**src/rtl/breakout_game_ctrl_pkg.sv**
```systemverilog
// ---------------------------------------------------------------------------
// breakout_game_ctrl_pkg : shared game state codes and playfield constants
// Rev 1.0
// ---------------------------------------------------------------------------
`default_nettype none

package breakout_game_ctrl_pkg;

  typedef enum logic [2:0] {
    ST_ATTRACT  = 3'd0,
    ST_SERVE    = 3'd1,
    ST_PLAY     = 3'd2,
    ST_GAMEOVER = 3'd3
  } game_state_e;

  localparam int BRICKS_H        = 16;
  localparam int BRICKS_V        = 8;
  localparam int BRICK_COUNT_DEF = BRICKS_H * BRICKS_V;
  localparam int TIMER_W         = 8;

  function automatic logic bcd_is_max(input logic [3:0] d1, input logic [3:0] d0);
    return (d1 == 4'd9) && (d0 == 4'd9);
  endfunction

endpackage

`default_nettype wire

```
**src/rtl/breakout_game_ctrl_score.sv**
```systemverilog
// ---------------------------------------------------------------------------
// bcd_score_counter : two-digit BCD counter with clear, increment, 99 ceiling
// Rev 1.0
// ---------------------------------------------------------------------------
`default_nettype none

module bcd_score_counter
  import breakout_game_ctrl_pkg::*;
(
  input  logic       clk,
  input  logic       reset,
  input  logic       clr,
  input  logic       inc,
  output logic [3:0] digit0,
  output logic [3:0] digit1
);

  logic [3:0] d0_q, d0_d;
  logic [3:0] d1_q, d1_d;

  always_comb begin
    d0_d = d0_q;
    d1_d = d1_q;
    if (clr) begin
      d0_d = 4'd0;
      d1_d = 4'd0;
    end else if (inc && !bcd_is_max(d1_q, d0_q)) begin
      if (d0_q == 4'd9) begin
        d0_d = 4'd0;
        d1_d = d1_q + 4'd1;
      end else begin
        d0_d = d0_q + 4'd1;
      end
    end
  end

  always_ff @(posedge clk) begin
    if (reset) begin
      d0_q <= 4'd0;
      d1_q <= 4'd0;
    end else begin
      d0_q <= d0_d;
      d1_q <= d1_d;
    end
  end

  assign digit0 = d0_q;
  assign digit1 = d1_q;

endmodule

`default_nettype wire

```
**src/rtl/breakout_game_ctrl.sv**
```systemverilog
// ---------------------------------------------------------------------------
// breakout_game_ctrl : score/lives/bricks bookkeeping and attract-serve-play flow
// Rev 1.0
// ---------------------------------------------------------------------------
`default_nettype none

module breakout_game_ctrl
  import breakout_game_ctrl_pkg::*;
#(
  parameter int LIVES_INIT      = 3,
  parameter int BRICK_COUNT     = BRICK_COUNT_DEF,
  parameter int SERVE_FRAMES    = 60,
  parameter int GAMEOVER_FRAMES = 180
) (
  input  logic       clk,
  input  logic       reset,
  input  logic       vsync,
  input  logic       start,
  input  logic       brick_hit,
  input  logic       ball_miss,
  output logic [3:0] score0,
  output logic [3:0] score1,
  output logic [3:0] lives,
  output logic [2:0] state,
  output logic       ball_hold,
  output logic       play_en,
  output logic       refill
);

  localparam int BW = $clog2(BRICK_COUNT + 1);
  localparam logic [BW-1:0]      C_BRICKS   = BW'(BRICK_COUNT);
  localparam logic [3:0]         C_LIVES    = 4'(LIVES_INIT);
  localparam logic [TIMER_W-1:0] C_SERVE    = TIMER_W'(SERVE_FRAMES);
  localparam logic [TIMER_W-1:0] C_GAMEOVER = TIMER_W'(GAMEOVER_FRAMES);

  logic vsync_q, hit_q, miss_q;
  logic frame_tick, hit_ev, miss_ev;

  game_state_e        state_q, state_d;
  logic [3:0]         lives_q, lives_d;
  logic [BW-1:0]      bricks_left_q, bricks_left_d;
  logic [TIMER_W-1:0] timer_q, timer_d;
  logic               ball_hold_q, ball_hold_d;
  logic               play_en_q, play_en_d;
  logic               refill_q, refill_d;
  logic               score_clr, score_inc;

  assign frame_tick = vsync & ~vsync_q;
  assign hit_ev     = brick_hit & ~hit_q;
  assign miss_ev    = ball_miss & ~miss_q;

  always_comb begin
    state_d       = state_q;
    lives_d       = lives_q;
    bricks_left_d = bricks_left_q;
    timer_d       = timer_q;
    refill_d      = 1'b0;
    score_clr     = 1'b0;
    score_inc     = 1'b0;

    case (state_q)
      ST_ATTRACT, ST_GAMEOVER: begin
        if (start) begin
          score_clr     = 1'b1;
          lives_d       = C_LIVES;
          bricks_left_d = C_BRICKS;
          refill_d      = 1'b1;
          timer_d       = C_SERVE;
          state_d       = ST_SERVE;
        end else if (state_q == ST_GAMEOVER && frame_tick) begin
          if (timer_q <= TIMER_W'(1)) begin
            timer_d = '0;
            state_d = ST_ATTRACT;
          end else begin
            timer_d = timer_q - TIMER_W'(1);
          end
        end
      end

      ST_SERVE: begin
        if (frame_tick) begin
          if (timer_q <= TIMER_W'(1)) begin
            timer_d = '0;
            state_d = ST_PLAY;
          end else begin
            timer_d = timer_q - TIMER_W'(1);
          end
        end
      end

      ST_PLAY: begin
        if (hit_ev) begin
          score_inc = 1'b1;
          if (bricks_left_q <= BW'(1)) begin
            refill_d      = 1'b1;
            bricks_left_d = C_BRICKS;
            timer_d       = C_SERVE;
            state_d       = ST_SERVE;
          end else begin
            bricks_left_d = bricks_left_q - BW'(1);
          end
        end
        // A simultaneous miss overrides the level-clear destination.
        if (miss_ev) begin
          if (lives_q != 4'd0) begin
            lives_d = lives_q - 4'd1;
          end
          if (lives_q <= 4'd1) begin
            timer_d = C_GAMEOVER;
            state_d = ST_GAMEOVER;
          end else begin
            timer_d = C_SERVE;
            state_d = ST_SERVE;
          end
        end
      end

      default: begin
        state_d = ST_ATTRACT;
      end
    endcase

    ball_hold_d = (state_d != ST_PLAY);
    play_en_d   = (state_d == ST_PLAY);
  end

  always_ff @(posedge clk) begin
    if (reset) begin
      vsync_q       <= 1'b0;
      hit_q         <= 1'b0;
      miss_q        <= 1'b0;
      state_q       <= ST_ATTRACT;
      lives_q       <= C_LIVES;
      bricks_left_q <= C_BRICKS;
      timer_q       <= '0;
      ball_hold_q   <= 1'b1;
      play_en_q     <= 1'b0;
      refill_q      <= 1'b0;
    end else begin
      vsync_q       <= vsync;
      hit_q         <= brick_hit;
      miss_q        <= ball_miss;
      state_q       <= state_d;
      lives_q       <= lives_d;
      bricks_left_q <= bricks_left_d;
      timer_q       <= timer_d;
      ball_hold_q   <= ball_hold_d;
      play_en_q     <= play_en_d;
      refill_q      <= refill_d;
    end
  end

  bcd_score_counter u_score (
    .clk    (clk),
    .reset  (reset),
    .clr    (score_clr),
    .inc    (score_inc),
    .digit0 (score0),
    .digit1 (score1)
  );

  assign lives     = lives_q;
  assign state     = state_q;
  assign ball_hold = ball_hold_q;
  assign play_en   = play_en_q;
  assign refill    = refill_q;

endmodule

`default_nettype wire
```
**config.mk**
```make
export PLATFORM = sky130hd
export DESIGN_NAME = breakout_game_ctrl
export DESIGN_NICKNAME = d
export VERILOG_FILES = /design/src/rtl/breakout_game_ctrl_pkg.sv /design/src/rtl/breakout_game_ctrl_score.sv /design/src/rtl/breakout_game_ctrl.sv
export SDC_FILE = /design/constraint.sdc
export NUM_CORES = 1
export LEC_CHECK = 0
export BUFFER_PORTS_ARGS = -buffer_cell sky130_fd_sc_hd__buf_2
export CAP_MARGIN = 20
export CORE_ASPECT_RATIO = 0.9
export CORE_MARGIN = 5
export CORE_UTILIZATION = 55
export DETAILED_ROUTE_END_ITERATION = 7
export PLACE_DENSITY = 0.87
export SLEW_MARGIN = 20
export SYNTH_ARGS = -nofsm -noshare
export SYNTH_HDL_FRONTEND = slang
export SYNTH_SLANG_ARGS = --single-unit
```
**constraint.sdc**
```tcl
create_clock -name clk -period 3.3 [get_ports clk]
set_input_delay 0.165 -clock clk [delete_from_list [all_inputs] [get_ports clk]]
set_output_delay 0.165 -clock clk [all_outputs]
set_load 0.05 [all_outputs]
```
# Word-level counts from Yosys, hierarchy flattened
# Index checks and enable logic that the tools add are counted.
# Widths: inputs -> output; s select.
word_totals:
  ff_bits: 37
  output_inout_bits: 18
op_classes:
  bitwise: 6
  eq_ne: 15
  reduce_logical: 14
  magnitude_cmp: 3
  mux: 35
  addsub: 5
op_table:
  columns: ["operator", "n"]
  rows:
  - ["$mux 8", 11]
  - ["$mux 3", 8]
  - ["$pmux 8 s3", 1]
  - ["$le 8x1->1 const B", 2]
  - ["$mux 4", 4]
  - ["$pmux 8 s2", 1]
  - ["$sub 8x1->8 const B", 2]
  - ["$ne 2x2->1 const B", 5]
  - ["$eq 3x2->1 const B", 3]
  - ["$ne 3x3->1 const B", 3]
  - ["$pmux 3 s3", 1]
  - ["$add 4x1->4 const B", 2]
  - ["$eq 4x4->1 const B", 2]
  - ["$pmux 4 s2", 1]
  - ["$mux 1", 6]
  - ["$reduce_and 5->1", 1]
  - ["$le 4x1->1 const B", 1]
  - ["$reduce_and 4->1", 1]
  - ["$reduce_bool 4->1", 1]
  - ["$reduce_or 2->1", 2]
  - ["$sub 4x1->4 const B", 1]
  - ["$and 1x1->1", 3]
  - ["$eq 3x1->1 const B", 1]
  - ["$logic_and 1x1->1", 3]
  - ["10 further kinds", 12]

# Depth between registers and ports, before layout
# Gate-level depths: netlist of the first run.
depth:
  ltp_word: 7
  depth_mapped: 8
  depth_no_buf: 7

# Hierarchy
# A second synthesis of the first run with hierarchy kept.
unflattened:
  cells_unflattened: 246
  area_unflattened_um2: 2029.4
modules_own_cells:
  columns: ["mod", "cells_per_inst", "n_inst", "area_each_um2", "seq_area_each_um2"]
  rows:
  - ["breakout_game_ctrl", 197, 1, 1612.8, 580.6]
  - ["bcd_score_counter", 49, 1, 416.6, 160.2]

# Worst setup path after synthesis of the first run
# Ideal clock, no wire load.
synth_timing:
  path_type: "register to register"
  start: "register state_q[1] (netlist: state[1])"
  end: "register ball_hold_q (netlist: ball_hold)"
  path_slack_ns: 0.839
  synth_period_minus_slack_ns: 2.461
  setup_time_ns: 0.134
  required_ns: 3.166
  arrival_ns: 2.326
  path_stages_with_launch: 7
  path_cell_list: "dfxtp_1 -> buf_4 -> or3b_4 -> nor2_1 -> nor4b_1 -> a221oi_1 -> or4_1"
synth_between:
  elab_chain_len: 6
  elab_cells_between_ends: 16
synth_lines:
  columns: ["element", "line_no", "text"]
  rows:
  - ["start, declared", "breakout_game_ctrl.sv:39", "game_state_e state_q, state_d;"]
  - ["start signal, assigned", "breakout_game_ctrl.sv:143", "state_q <= state_d;"]
  - ["$eq 3x2->1", "breakout_game_ctrl.sv:61, breakout_game_ctrl.sv:70", null]
  - ["$logic_and 1x1->1", "breakout_game_ctrl.sv:70", "end else if (state_q == ST_GAMEOVER && frame_tick) begin"]
  - ["$mux 3", "breakout_game_ctrl.sv:70", null]
  - ["$mux 3", "breakout_game_ctrl.sv:63", "if (start) begin"]
  - ["$pmux 3 s3 (*)", "breakout_game_ctrl.sv:61", "case (state_q)"]
  - ["$ne 3x2->1 (*)", "breakout_game_ctrl.sv:123", "ball_hold_d = (state_d != ST_PLAY);"]
  - ["end signal, assigned", "breakout_game_ctrl.sv:147", "ball_hold_q <= ball_hold_d;"]
  - ["end, declared", "breakout_game_ctrl.sv:43", "logic ball_hold_q, ball_hold_d;"]
# Every way passes the cells marked *; elsewhere a longest branch is shown, timed or not.
# A chain may end at the register's enable or synchronous reset.

# Worst setup path after layout of the first run
# Same ends and word-level chain as after synthesis.

==> flow_metrics.tcl, run 1 <==
set metrics [dict create \
    rows 20 \
    dieArea_mm2 0.00493 \
    place_inst 288 \
    die_w_um 73.5 \
    cts_hold_buf 0 \
    crit_path_start_kind "flop" \
    syn_inst 228 \
    critPathRequiredTime_ns 3.47 \
    crit_path_max_fanout 12 \
    fin_tns_setup_ns 0 \
    cts-buffers-inserted 5 \
    crit_type "reg -> reg" \
    drc_errors 0 \
    synth_compound_area_share_pct 14.7 \
    clock_path_buffers 2 \
    internal_power_mw 0.729 \
    cts_tree "built" \
    wl_per_cell_um 13.7 \
    slew_violations 0 \
    synth.net_count 242 \
    max_slew_margin_pct 43.3 \
    yosys_register_bits 37 \
    muxShareOfSynthArea_pct 0 \
    synth_cell_types 55 \
    rsz0062_at_grt "no" \
    viasPerCell 5.75 \
    setup_viol 0 \
    drv_cap 0 \
    num_antenna_cells 0 \
    yosys_warnings 0 \
    fin_skew_ns 0.00608 \
    p_per_area_mw_per_mm2 454 \
    leakagePower_nw 0.895 \
    cts_resized 0 \
    swShare_pct 27.9 \
    pwr-share-comb_pct 17.7 \
    synthTopCellsByArea "dfxtp_1 37%, nor2_1 5.5%, ha_1 5.0%, xnor2_1 4.8%, a21oi_1 2.8%" \
    grt_overflow_total 0 \
    fillCellCount 282 \
    synth-xor-area-share_pct 7.02 \
    start_util_pct 58.2 \
    yosysTopAreaCell "dfxtp_1" \
    root_buffer "clkbuf_8" \
    ir_worst_vdd_uv 295 \
    postCtsSetupBuffers 0 \
    synth_edf_count 0 \
    r2r_start "state[1]" \
    fin_crit_ns 2.50 \
    arrival_ns 2.67 \
    place.detailed.hpwl_um 2810 \
    power.switching_mw 0.282 \
    seqPwrFrac_pct 48.3 \
    startpoint "state[1]" \
    coreArea_mm2 0.00343 \
    area_delta_synth_final_pct 11.5 \
    die_h_um 67.1 \
    grt_usage_pct 18.1 \
    synth_seq_area_share_pct 37.1 \
    grt_start_max_net_pins 18 \
    async_flop_share_pct 0 \
    min_path_type "in -> reg" \
    hold_path_startpoint "vsync" \
    cts.htree.levels 2 \
    vias 1702 \
    synthSimpleGateAreaFrac_pct 31.2 \
    clock_sinks 37 \
    drtIter0Drc 127 \
    grt_pass1_vias 1501 \
    clock_insertion_delay_worst_skew_ns 0.29 \
    endpoint_kind "flop" \
    portBuffers 23 \
    p_clk_share_pct 34.0 \
    grt_pass1_wl_um 6910 \
    worst_pin_slew_ns 0.842 \
    path_clk_slew_ns 0.07 \
    drtPass1Iterations 4 \
    nets 265 \
    fmax_mhz 399 \
    ant_nets 0 \
    layout_worst_path_cycle_share_pct 75.9 \
    place_congestion 0.899 \
    syn_area_mm2 0.00200 \
    ios 24 \
    final_cells 296 \
    ys.flop_type "dfxtp_1" \
    antenna_found_initial 0 \
    hold_viol 0 \
    status "finished clean" \
    avgSynthCellArea_um2 8.75 \
    wl_um 4070 \
    synthAdderAreaFrac_pct 5.02 \
    synth_top_family_by_area "simple AND/OR/NAND/NOR gates" \
    yosysTopAreaCellShare_pct 37.1 \
    layout-drive-gt1-share_pct 17.5 \
]
[per-layer routing]
| layer | part of all wire (%) | global-route usage [%] |
|---|---|---|
| met1 | 49 | 24.2 |
| met2 | 42 | 26.0 |
| met5 | 0 | 0 |
| met4 | 2.0 | 7.92 |
| met3 | 6.9 | 6.70 |
[synthesized netlist by cell type (2+ instances only)]
cell       n
ha_1       8
a31oi_1    2
and2_1     2
buf_4      2
o21ai_0    7
nand3_1    9
a21oi_1   11
nor3b_1    2
nor2_1    29
or3_1      4
nand2b_1   6
nor4b_4    2
a21o_1     2
nor2b_1    6
nor4b_1    3
o22ai_1    2
a211oi_1   2
xor2_1     5
dfxtp_1   37
clkbuf_1   4
nand3b_1   3
or4_4      2
inv_1     13
or4_1      2
xnor2_1   11
nor3_1     3
o31ai_1    2
nand2_1   13
o32ai_1    3
nor4_1     6
[critical path, stage by stage (launching register included)]
cell	delay, ns
dfxtp_1	0.55
or3b_4	0.46
nor2_1	0.15
nor4b_1	0.56
a221oi_1	0.17
or4_1	0.49
[path summary, 6_finish.rpt]
path | to | slack [ns] | cells after the start
hold / removal | vsync_q | 0.1 | 2
setup reg to reg | ball_hold | 0.80 | 5
hold reg to reg | bricks_left_q[1] | 0.50 | 2
setup / recovery | ball_hold | 0.80 | 5
[cell type report]
type	count	area [um^2]	area share [%]
well taps	44	55.1	2.47
inverters	14	52.6	2.36
multi-input cells	170	1160	52.2
clock buffers	7	96.3	4.33
repair buffers	23	115	5.17
clock inverters	1	5.00	0.225
flip-flops and latches	37	741	33.3
[state kept, by name, summed over array words and instances, names as in the netlist, 3 cells and up]
register / flops
lives: 4
bricks_left_q: 8
u_score.digit1: 4
state: 3
timer_q: 8
u_score.digit0: 4
[kinds of logic after synthesis]
group,Yosys count
fa+ha+maj,8
flops,37
simple gates,103
other cells,1
xor+xnor,16
buf+inv,21
compound gates,42
[per-stage QoR]
step	instance area [um^2]	hold slack [ns]	utilization (%)	power, mW	worst slack (ns)
after detailed placement	2120	0.397	62.0	0.673	0.872
after CTS	2230	0.0905	64.9	1.02	0.843
after floorplan	2000	0.237	-	0.640	0.840
after global placement	2120	0.388	62.0	0.670	0.978
after global routing	2230	0.112	64.9	1.07	0.680
final	2230	0.0983	64.9	1.01	0.796
[cell usage in the layout, fill, tap and decap left out, types with 4 or more instances in the layout]
| cell type | instances |
|---|---|
| dfxtp_1 | 37 |
| nor2_1 | 29 |
| buf_2 | 23 |
| inv_1 | 13 |
| nand2_1 | 13 |
| xnor2_1 | 11 |
| a21oi_1 | 11 |
| nand3_1 | 9 |
| ha_1 | 8 |
| o21ai_0 | 7 |
| clkbuf_8 | 7 |
| nor2b_1 | 6 |
| nor4_1 | 6 |
| nand2b_1 | 6 |
| xor2_1 | 5 |
| or3_1 | 4 |
[power groups by stage]
stage / Combinational (mW) / Sequential, mW / Clock [mW]
after floorplan: 0.138 / 0.502 / 0
after global placement: 0.174 / 0.496 / 0
after detailed placement: 0.175 / 0.498 / 0
after CTS: 0.177 / 0.488 / 0.355
after global routing: 0.198 / 0.491 / 0.382
final: 0.179 / 0.488 / 0.344
No activity file was read; power rests on OpenSTA's default activity.
==> inputs of run 2 (changes only) <==
--- a/config.mk
+++ b/config.mk
@@ -5,6 +5,7 @@
 export SDC_FILE = /design/constraint.sdc
 export NUM_CORES = 1
 export LEC_CHECK = 0
+export ABC_AREA = 1
 export BUFFER_PORTS_ARGS = -buffer_cell sky130_fd_sc_hd__buf_2
 export CAP_MARGIN = 20
 export CORE_ASPECT_RATIO = 0.9
==> constraint.sdc (replaced) <==
create_clock -name clk -period 2.55 [get_ports clk]
set_input_delay 0.1275 -clock clk [delete_from_list [all_inputs] [get_ports clk]]
set_output_delay 0.1275 -clock clk [all_outputs]
set_load 0.05 [all_outputs]
==> flow_metrics.tcl, run 2 <==
set metrics [dict create \
    cts_tree "built" \
    crit_path_max_fanout 6 \
    leakagePower_nw 1.21 \
    top_regs "bricks_left_q (8), timer_q (8)" \
    fin_crit_ns 1.70 \
    slew_violations 0 \
    clock_insertion_delay_worst_skew_ns 0.30 \
    rsz0062_at_grt "no" \
    place_congestion 0.883 \
    ios 24 \
    die_h_um 69.5 \
    crit_top_cell "nor2_1" \
    max_slew_margin_pct 64.3 \
    grt_overflow_total 0 \
    crit_type "reg -> reg" \
    drc_errors 0 \
    yosysTopAreaCellShare_pct 34.3 \
    rows 21 \
    cpLargestDelayFamily "simple AND/OR/NAND/NOR gates" \
    grt_start_max_net_pins 13 \
    synth.net_count 351 \
    drtIter0Drc 171 \
    p_per_area_mw_per_mm2 633 \
    power.switching_mw 0.462 \
    syn_inst 337 \
    ant_nets 0 \
    coreArea_mm2 0.00376 \
    hold_viol 0 \
    start_util_pct 57.5 \
    layout_worst_path_cycle_share_pct 66.8 \
    clock_sinks 37 \
    drv_cap 0 \
    postCtsSetupBuffers 0 \
    fillCellCount 314 \
    swShare_pct 29.8 \
    yosysMostFrequentCell "nand2_1" \
    min_path_type "in -> reg" \
    fmax_mhz 587 \
    critPathRequiredTime_ns 2.79 \
    setup_viol 0 \
    root_buffer "clkbuf_8" \
    seqPwrFrac_pct 40.9 \
    cts-buffers-inserted 5 \
    post-route-util_pct 65.3 \
    yosysTopAreaCell "dfxtp_1" \
    synthTopCellsByArea "dfxtp_1 34%, nand2_1 15%, nor2_1 10%, inv_1 8.9%, nand3_1 5.1%" \
    final_common_cell "nand2_1" \
    yosys_warnings 0 \
    netlist_top_cells_count "84 x nand2_1, 59 x nor2_1, 51 x inv_1" \
    antenna_found_initial 0 \
    synth_cell_types 28 \
    clock_path_buffers 2 \
    status "finished clean" \
    portBuffers 23 \
    dieArea_mm2 0.00528 \
    fin_skew_ns 0.00989 \
    internal_power_mw 1.09 \
    layout-drive-gt1-share_pct 14.2 \
    design_area_mm2 0.00245 \
    cpPeakStageDelay_ns 0.35 \
    cts_resized 0 \
    p_clk_share_pct 40.0 \
    vias 2131 \
    async_flop_share_pct 0 \
    layout_setup_ws_ns 0.846 \
    place_inst 404 \
    synth_edf_count 0 \
    place.detailed.hpwl_um 3500 \
    cpMaxStageDelayCell "dfxtp_1" \
    crit_buf_inv 1 \
    wl_um 4900 \
    nets 379 \
    worstPathCellList "inv_1, ha_1, nor2_1, nor2_1, nand2_1, nor2_1, o21ai_0, nor2_1, nand2_1, nor2_1" \
    endpoint_kind "flop" \
    crit_path_start_kind "flop" \
    ys.flop_type "dfxtp_1" \
    cts_hold_buf 0 \
    grt_pass1_wl_um 8610 \
    final_cells 412 \
    arrival_ns 1.95 \
    dpl_cell_area_mm2 0.00232 \
    layout_common_cells "84 x nand2_1, 59 x nor2_1, 51 x inv_1" \
    wl_per_cell_um 11.9 \
    area_delta_synth_final_pct 13.5 \
    pwr-share-comb_pct 19.1 \
    synth_seq_area_share_pct 34.3 \
    grt_usage_pct 19.6 \
    worst_pin_slew_ns 0.530 \
    yosys_register_bits 37 \
    num_antenna_cells 0 \
    ir_worst_vdd_uv 382 \
    pre_cts_slack_ns 0.943 \
    syn_area_mm2 0.00216 \
    path_clk_slew_ns 0.08 \
    viasPerCell 5.17 \
    avgSynthCellArea_um2 6.41 \
    cts.htree.levels 2 \
    drtPass1Iterations 5 \
    fin_tns_setup_ns 0 \
    die_w_um 76.1 \
    grt_pass1_vias 1899 \
]
run 2: cell types whose count changed in the layout (fill, tap and decap cells not counted), moves of 5 or more:
cell,delta
nor2_1,+30
inv_2,+5
nand3_1,+13
xnor2_1,-9
o21ai_0,+6
nor4_1,-5
nand2_1,+71
nor2b_1,-6
nand2b_1,-6
nand2_2,+5
inv_1,+38
run 2: path summary, 6_finish.rpt:
path | start | to | slack [ns] | cells after the start
setup reg to reg | timer_q[0] | play_en | 0.85 | 10
hold reg to reg | bricks_left_q[7] | bricks_left_q[7] | 0.47 | 2
setup / recovery | timer_q[0] | play_en | 0.85 | 10
hold / removal | ball_miss | miss_q | 0.04 | 3
run 2: power by group through the flow:
stage,combinational [mW],clock [mW],sequential [mW]
floorplan,0.211,0,0.661
global placement,0.281,0,0.646
detailed placement,0.284,0,0.647
CTS,0.291,0.625,0.634
global route,0.339,0.653,0.639
finish,0.296,0.622,0.634
run 2: through the flow:
stage               power [mW]  hold slack (ns)
floorplan                0.872            0.234
global placement         0.927            0.348
detailed placement       0.930            0.360
CTS                       1.55           0.0413
global route              1.63           0.0513
finish                    1.55           0.0415
run 2: logic make-up after synthesis:
family,share of synthesized area (%)
flops,34.3
fa+ha+maj,4.63
simple gates,38.4
compound gates,8.05
xor+xnor,4.05
other cells,0.174
buf+inv,10.4
run 2: layer usage:
| metal | routed length [um] | part of all wire (%) | global-route usage, % |
|---|---|---|---|
| met1 | 2320 | 47 | 26.3 |
| met3 | 322 | 6.6 | 4.16 |
| met4 | 65 | 1.3 | 8.16 |
| met2 | 2180 | 45 | 30.3 |
| met5 | 0 | 0 | 0 |
run 2: layout make-up:
type	instances	area [um^2]	share of cell area (%)
Clock inverter	3	65.1	2.65
Timing Repair Buffer	23	115	4.69
Inverter	56	210	8.57
Tap cell	46	57.6	2.35
Clock buffer	5	68.8	2.81
Sequential cell	37	741	30.2
Multi-Input combinational cell	242	1190	48.7
run 2: tightest hold or removal path, cell delays in order:
cell	delay, ns
buf_2	0.10
inv_1	0.04
nor2_1	0.03
==> inputs of run 3 (changes only) <==
--- a/config.mk
+++ b/config.mk
@@ -10,9 +10,9 @@
 export CAP_MARGIN = 20
 export CORE_ASPECT_RATIO = 0.9
 export CORE_MARGIN = 5
-export CORE_UTILIZATION = 55
+export CORE_UTILIZATION = 52
 export DETAILED_ROUTE_END_ITERATION = 7
-export PLACE_DENSITY = 0.87
+export PLACE_DENSITY = 0.86
 export SLEW_MARGIN = 20
 export SYNTH_ARGS = -nofsm -noshare
 export SYNTH_HDL_FRONTEND = slang
==> constraint.sdc (replaced) <==
create_clock -name clk -period 1.4 [get_ports clk]
set_input_delay 0.07 -clock clk [delete_from_list [all_inputs] [get_ports clk]]
set_output_delay 0.07 -clock clk [all_outputs]
set_load 0.05 [all_outputs]
==> flow_metrics.tcl, run 3 (synthesis gave the netlist of run 2 again) <==
set metrics [dict create \
    status "complete, but fails checks" \
    violations "hold timing, setup timing" \
    pwr-share-comb_pct 28.6 \
    cpPeakStageDelay_ns 0.37 \
    setup_viol 14 \
    cts_tree "built" \
    fin_tns_setup_ns -0.555 \
    crit_type "reg -> reg" \
    hold_viol 2 \
    dieArea_mm2 0.00555 \
    layout_common_cells "75 x nand2_1, 49 x nor2_1, 45 x inv_1" \
    ir_worst_vdd_uv 745 \
    r2r_start "bricks_left_q[0]" \
    viasPerCell 5.21 \
    grt_start_max_net_pins 13 \
    layout_setup_ws_ns -0.0847 \
    antenna_found_initial 0 \
    nets 403 \
    worstPathCellList "buf_4, buf_4, nor4_2, buf_4, nand2_1, xor2_1, nor2_1" \
    top_regs "bricks_left_q (8), timer_q (8)" \
    ant_nets 0 \
    min_path_type "in -> reg" \
    die_w_um 78.0 \
    p_clk_share_pct 28.5 \
    fin_crit_ns 1.48 \
    grt_overflow_total 0 \
    min_path_cells 3 \
    pre_cts_slack_ns -0.0804 \
    multiInputGateArea_mm2 0.00140 \
    endpoint_kind "flop" \
    rsz0062_at_grt "yes" \
    portBuffers 23 \
    p_per_area_mw_per_mm2 947 \
    layout-drive-gt1-share_pct 33.6 \
    post-route-util_pct 70.5 \
    root_buffer "clkbuf_8" \
    die_h_um 71.2 \
    leakagePower_nw 1.34 \
    p_total_mw 2.70 \
    crit_path_max_fanout 3 \
    vias 2283 \
    cts-buffers-inserted 5 \
    cpMaxStageDelayCell "dfxtp_4" \
    design_area_mm2 0.00285 \
    cpLargestDelayFamily "buffers and inverters" \
    drv_cap 0 \
    fmax_mhz 674 \
    fin_skew_ns 0.00867 \
    grt_usage_pct 19.5 \
    grt_pass1_vias 2094 \
    place.detailed.hpwl_um 3640 \
    num_antenna_cells 0 \
    grt_pass1_wl_um 8930 \
    hold_path_startpoint "ball_miss" \
    drc_errors 0 \
    drtIter0Drc 156 \
    ios 24 \
    coreArea_mm2 0.00405 \
    r2r_cells 7 \
    start_util_pct 53.4 \
    clock_sinks 37 \
    dpl_cell_area_mm2 0.00248 \
    internal_power_mw 1.81 \
    layout_worst_path_cycle_share_pct 106 \
    wl_um 5900 \
    wl_per_cell_um 13.5 \
    place_inst 423 \
    arrival_ns 1.67 \
    regToRegSetupSlack_ns -0.08 \
    power.switching_mw 0.893 \
    r2r-end "bricks_left_q[5]" \
    drtPass1Iterations 4 \
    seqPwrFrac_pct 42.9 \
    final_common_cell "nand2_1" \
    clock_path_buffers 2 \
    clock_insertion_delay_worst_skew_ns 0.29 \
    crit_path_start_kind "flop" \
    critPathRequiredTime_ns 1.59 \
    slew_violations 0 \
    hold_path_end "miss_q" \
    area_delta_synth_final_pct 32.1 \
    final_cells 438 \
    worst_hold_slack_ns -0.00195 \
    rows 22 \
    crit_buf_inv 3 \
    crit_top_cell "buf_4" \
    place_congestion 0.853 \
    cts.htree.levels 2 \
    path_clk_slew_ns 0.07 \
    fillCellCount 292 \
    seq_area_um2 779 \
    swShare_pct 33.0 \
]
[run 3: changes by cell type in the layout (fill, tap and decap cells not counted), moves of 6 or more]
cell	before	now
dfxtp_1	37	20
buf_4	0	22
nand2_1	84	75
dfxtp_2	0	10
o21ai_0	13	7
nor2_4	1	7
nand2_2	5	13
nor2_1	59	49
inv_1	51	45
dfxtp_4	0	7
[run 3: area by class of cell]
type                       count  area share (%)
clock buffer                   8            3.16
inverter                      56            7.72
multi-input combinational    242            49.1
sequential                    37            27.3
tap                           48            2.10
timing repair buffer          47            10.6
[run 3: power groups by stage]
| stage | logic (mW) | clock network (mW) | registers (mW) |
|---|---|---|---|
| final | 0.774 | 0.771 | 1.16 |
| after global routing | 0.863 | 0.831 | 1.17 |
| after CTS | 0.651 | 0.764 | 1.15 |
| after detailed placement | 0.596 | 0 | 1.17 |
| after global placement | 0.583 | 0 | 1.17 |
| after floorplan | 0.385 | 0 | 1.20 |
[run 3: worst reg2reg max path, cell delays in order (launching register included)]
cell	delay, ns
dfxtp_4	0.37
buf_4	0.14
buf_4	0.13
nor4_2	0.34
buf_4	0.18
nand2_1	0.05
xor2_1	0.12
nor2_1	0.05
[run 3: worst max-delay path by stage]
stage	startpoint	end	slack, ns	cells past startpoint
floorplan	bricks_left_q[0]	timer_q[7]	0.01	11
CTS	bricks_left_q[0]	timer_q[7]	-0.05	11
finish	bricks_left_q[0]	bricks_left_q[5]	-0.08	7
global placement	bricks_left_q[0]	timer_q[0]	-0.02	9
detailed placement	bricks_left_q[0]	timer_q[0]	-0.08	9
global route	bricks_left_q[0]	bricks_left_q[5]	-0.18	7
[run 3: layer usage]
metal  GRT usage (%)  routed length (um)  vias up
met1            25.5                2570     1052
met4            7.69                 188        0
met3            3.44                 247       19
met5               0                   0        -
met2            31.8                2890       65
li1                -                   -     1147
[run 3: what timing repair did]
| action | in CTS | in global routing |
|---|---|---|
| setup endpoints to repair | 18 | 30 |
| resized for setup | 25 | 45 |
| hold buffers | 1 | 0 |
| buffers inserted | 4 | 2 |
| pin swaps | 12 | 23 |
| hold endpoints to repair | 1 | 0 |
